--- config.mk ---
export PLATFORM = sky130hd
export DESIGN_NAME = mod_counter
export DESIGN_NICKNAME = d
export VERILOG_FILES = /design/src/rtl/mod_counter.sv
export SDC_FILE = /design/constraint.sdc
export NUM_CORES = 1
export LEC_CHECK = 0
export CORE_AREA = 4 4 41 43
export DETAILED_ROUTE_END_ITERATION = 10
export DIE_AREA = 0 0 45 47
export PLACE_DENSITY_LB_ADDON = 0.15
export SLEW_MARGIN = 20
export SYNTH_ARGS = -nofsm -noshare
export SYNTH_HDL_FRONTEND = slang
export SYNTH_SLANG_ARGS = --single-unit
--- constraint.sdc ---
create_clock -name clk -period 1.4 [get_ports clk]
set_clock_uncertainty 0.1 [all_clocks]
set_input_delay 0.28 -clock clk [delete_from_list [all_inputs] [get_ports clk]]
set_output_delay 0.28 -clock clk [all_outputs]
set_load 0.02 [all_outputs]
--- src/rtl/mod_counter.sv ---
// Modulo up/down counter with load, wrap/saturate, tc pulse and sticky rollover flag.
// Optional prescaler enabled by defining MOD_COUNTER_PRESCALE_EN.
//
// Ports:
//   clk             clock, all state updates on posedge
//   rst_n           synchronous reset, active low
//   en              count enable
//   up              direction: 1 = increment, 0 = decrement
//   sat_mode        1 = saturate at boundary, 0 = wrap
//   load            parallel load strobe (beats en)
//   load_val        value to load, clamped to MOD_MAX
//   clr_flag        clear rollover_sticky
//   q               current count (registered)
//   tc              terminal-count pulse, one cycle after a boundary step
//   rollover_sticky boundary event seen since last clear
//
// Parameters: WIDTH, MOD_MAX (highest count), PRESCALE (enabled cycles
// per step, only when MOD_COUNTER_PRESCALE_EN is defined).
module mod_counter #(
   parameter int WIDTH    = 3,
   parameter int MOD_MAX  = (1 << WIDTH) - 1,
   parameter int PRESCALE = 4
) (
   input  logic             clk,
   input  logic             rst_n,
   input  logic             en,
   input  logic             up,
   input  logic             sat_mode,
   input  logic             load,
   input  logic [WIDTH-1:0] load_val,
   input  logic             clr_flag,
   output logic [WIDTH-1:0] q,
   output logic             tc,
   output logic             rollover_sticky
);

   localparam logic [WIDTH-1:0] MAX = MOD_MAX[WIDTH-1:0];

   logic             tick;
   logic             step;
   logic             at_bound;
   logic             evt;
   logic [WIDTH-1:0] q_step;
   logic [WIDTH-1:0] q_load;

`ifdef MOD_COUNTER_PRESCALE_EN
   localparam int PW = (PRESCALE > 1) ? $clog2(PRESCALE) : 1;
   localparam logic [PW-1:0] PRE_LAST = PW'(PRESCALE - 1);

   logic [PW-1:0] pre;

   assign tick = en && (pre == PRE_LAST);

   // Prescaler only advances on enabled cycles, so en=0 keeps its phase.
   always_ff @(posedge clk) begin
      if (!rst_n) begin
         pre <= '0;
      end else if (load) begin
         pre <= '0;
      end else if (en) begin
         if (pre == PRE_LAST) pre <= '0;
         else                 pre <= pre + 1'b1;
      end
   end
`else
   assign tick = 1'b1;
`endif

   always_comb begin
      step     = en & tick;
      at_bound = up ? (q == MAX) : (q == '0);
      evt      = step & at_bound;
      q_load   = (load_val > MAX) ? MAX : load_val;
      q_step   = q;
      if (up) begin
         if (at_bound) q_step = sat_mode ? MAX : '0;
         else          q_step = q + 1'b1;
      end else begin
         if (at_bound) q_step = sat_mode ? '0 : MAX;
         else          q_step = q - 1'b1;
      end
   end

   always_ff @(posedge clk) begin
      if (!rst_n) begin
         q               <= '0;
         tc              <= 1'b0;
         rollover_sticky <= 1'b0;
      end else if (load) begin
         q               <= q_load;
         tc              <= 1'b0;
         rollover_sticky <= rollover_sticky & ~clr_flag;
      end else begin
         if (step) q <= q_step;
         tc <= evt;
         // A new event wins over a clear in the same cycle.
         rollover_sticky <= evt | (rollover_sticky & ~clr_flag);
      end
   end

endmodule

==> impl_metrics.csv <==
group,metric,value,unit
run_status,status,"finished with violations",
run_status,violations,"setup timing",
setup_path,timing.rr.start,"q[0]",
logic_synthesis,synth_fp_nets,62,
grt,antenna_found_initial,0,
sta,max_freq,697.6,MHz
power_and_ir_drop,cellPowerDensity,704.5,mW/mm²
sta,relSlewSlack,0.7620,
setup_path,cp.required,1.42,ns
drt,dr.pass1.iters,4,
floorplan,initial_core_util,0.2981,
sta,rsz0062_at_grt,"yes",
hold_path,hold_class,"in -> reg",
cts,path_clk_slew,0.04,ns
cells_and_area,n_fill_cell,125,
cts,ctsRootBufferMaster,"clkbuf_4",
floorplan,die_w,45,µm
cts,tritoncts,"yes",
sta,setup_tns,-0.03353,ns
drt,antenna_left,0,
floorplan,die_height,47,µm
sta,drv_slew,0,
sta,post-route-period-util,1.024,
cells_and_area,regArea,108.9,µm²
cts,clockBufferDepth,2,
setup_path,regToRegSetupSlack,-0.03,ns
setup_path,cp-end-kind,"register",
setup_path,worstSetupStartpointType,"register",
floorplan,rows,13,
placement,dp_hpwl,790,µm
drt,drt-total-wl,1.067,mm
cells_and_area,diodes,0,
grt,grt_max_degree,8,
sta,min_period,1.434,ns
grt,grt_pass1_wl,1.476,mm
setup_path,worst-setup-path-type,"reg -> reg",
sta,tightest_slew,0.3564,ns
cells_and_area,area_delta_synth_final,97.10,%
setup_path,cp_max_fo,4,
grt,track_usage,0.1002,
setup_path,crit_arrival,1.45,ns
setup_path,rr_endpoint,"q[2]",
cts,cts_sinks,5,
logic_synthesis,syn_avg_cell_area,8.253,µm²
drt,drtIter0Drc,9,
cts,htreeDepth,1,
setup_path,reg2reg_depth,6,
logic_synthesis,yosys_warnings,0,
setup_path,cp-endpoint,"q[2]",
drt,via_per_inst,4.846,
grt,first_global_vias,364,
logic_synthesis,syn-cell-area,387.9,µm²
drt,vias,441,
floorplan,core_area,0.001301,mm²
drt,wire_per_inst,11.73,µm
setup_path,cp-startpoint,"q[0]",
logic_synthesis,netlist_instances,47,
floorplan,ioPinCount,15,
placement,finalWeightedCongestion,0.7121,
logic_synthesis,yosysSeqAreaShare,0.2581,
cells_and_area,multi_input_area,367.9,µm²
floorplan,dieArea,0.002115,mm²
placement,port_buffers,14,
cells_and_area,drive_gt1_frac,0.4474,
power_and_ir_drop,p_total,0.0005385,W
sta,hold_viol,0,
logic_synthesis,ys_ff_latch,5,
grt,grt.overflow.total,0,
cells_and_area,fin_nets,92,
flow_run,drv_cap,0,
logic_synthesis,yosysUniqueCellTypes,19,
cts,clkLatencyLatePin,0.24,ns
power_and_ir_drop,peakVddDrop,315.4,µV
sta,finalSetupViolCount,1,
cts,cts_buffers,3,
sta,setup_ws,-0.03353,ns
power_and_ir_drop,power_leakage,0.3213,nW
drt,drc,0,
==> layout make-up <==
cell class,instances,share of cell area
clock buffer,4,0.03437
inverter,5,0.03110
multi-input combinational,37,0.4812
sequential,5,0.1424
tap,15,0.02455
timing repair buffer,25,0.2864
==> routing by layer <==
metal / vias up / share of wire / GRT usage
li1: 230 / - / -
met1: 195 / 0.45 / 0.1293
met2: 12 / 0.47 / 0.1469
met3: 4 / 0.065 / 0.02299
met4: 0 / 0.018 / 0.07018
met5: - / 0 / 0
==> metrics by stage <==
step                instances  worst slack [ns]  area, µm²  utilization  hold WS [ns]
floorplan                  47          0.009880      406.6            -        0.2975
global placement           86           -0.2245      640.6       0.4923        0.4746
detailed placement         86           -0.2254      640.6       0.4923        0.4759
CTS                        90         0.0006375      666.9       0.5125        0.4830
global route               91          -0.06391      764.5       0.5875        0.5104
finish                     91          -0.03353      764.5       0.5875        0.4681
==> cell usage after synthesis (all sizes together) <==
| library cell | n | share of area |
|---|---|---|
| mux2i | 1 | 0.026 |
| nand2b | 1 | 0.016 |
| a211o | 2 | 0.048 |
| nor3b | 2 | 0.052 |
| nand2 | 3 | 0.029 |
| o21ai | 2 | 0.026 |
| inv | 5 | 0.048 |
| o21a | 1 | 0.019 |
| a21oi | 8 | 0.10 |
| nor3 | 2 | 0.026 |
| ha | 5 | 0.16 |
| nor2b | 5 | 0.081 |
| nor2 | 2 | 0.019 |
| dfxtp | 5 | 0.26 |
| o2111ai | 1 | 0.023 |
| o32ai | 2 | 0.065 |
==> state kept, by name, indices dropped and copies added (netlist names) <==
register,count
tc,1
q,3
rollover_sticky,1
==> logic make-up after synthesis <==
kind of cell	count (synthesis)	share of synthesized area
fa+ha+maj	5	0.1613
mux	1	0.02581
compound gates	16	0.2839
simple gates	15	0.2226
flops	5	0.2581
buf+inv	5	0.04839
==> layout by cell type, fill, tap and decap left out, drive strengths merged, types with 2 or more instances in the layout <==
| cell type | instances |
|---|---|
| nand2 | 3 |
| dfxtp | 5 |
| o21ai | 2 |
| clkbuf | 4 |
| a21oi | 8 |
| a211o | 2 |
| nor3b | 2 |
| o32ai | 2 |
| clkdlybuf4s50 | 8 |
| dlygate4sd2 | 5 |
| nor3 | 2 |
| nor2 | 2 |
| inv | 5 |
| nor2b | 5 |
| buf | 11 |
| ha | 5 |
==> where the power goes <==
group,internal (W),leakage (nW),switching (W),total (W)
registers,0.000152,0.0426,0.0000137,0.000166
clock network,0.000108,0.0150,0.0000581,0.000166
logic,0.000116,0.264,0.0000910,0.000207
total,0.000376,0.321,0.000163,0.000539
==> how the worst min path moves through the flow <==
stage	from	to	depth (start not counted)
final	up	tc	3
after global routing	up	tc	3
after CTS	rollover_sticky	rollover_sticky	2
after detailed placement	rollover_sticky	rollover_sticky	2
after global placement	rollover_sticky	rollover_sticky	2
after floorplan	rst_n	rollover_sticky	1
==> repair_timing <==
| action | 4_1_cts | 5_1_grt |
|---|---|---|
| setup buffers | 0 | 1 |
| resized for setup | 8 | 16 |
| gates cloned | 0 | 0 |
| endpoints found under the hold margin | 0 | 0 |
| pin swaps | 0 | 7 |
| hold buffers | 0 | 0 |
| endpoints found under the setup margin | 8 | 4 |
==> worst max-delay path, cell delays in order, from the launching register on <==
cell	delay, ns
dfxtp_4	0.38
inv_4	0.05
ha_4	0.16
nor2b_4	0.12
a211o_2	0.27
a21oi_2	0.16
o32ai_2	0.08
Note: power is estimated with default switching activity, not from simulation.
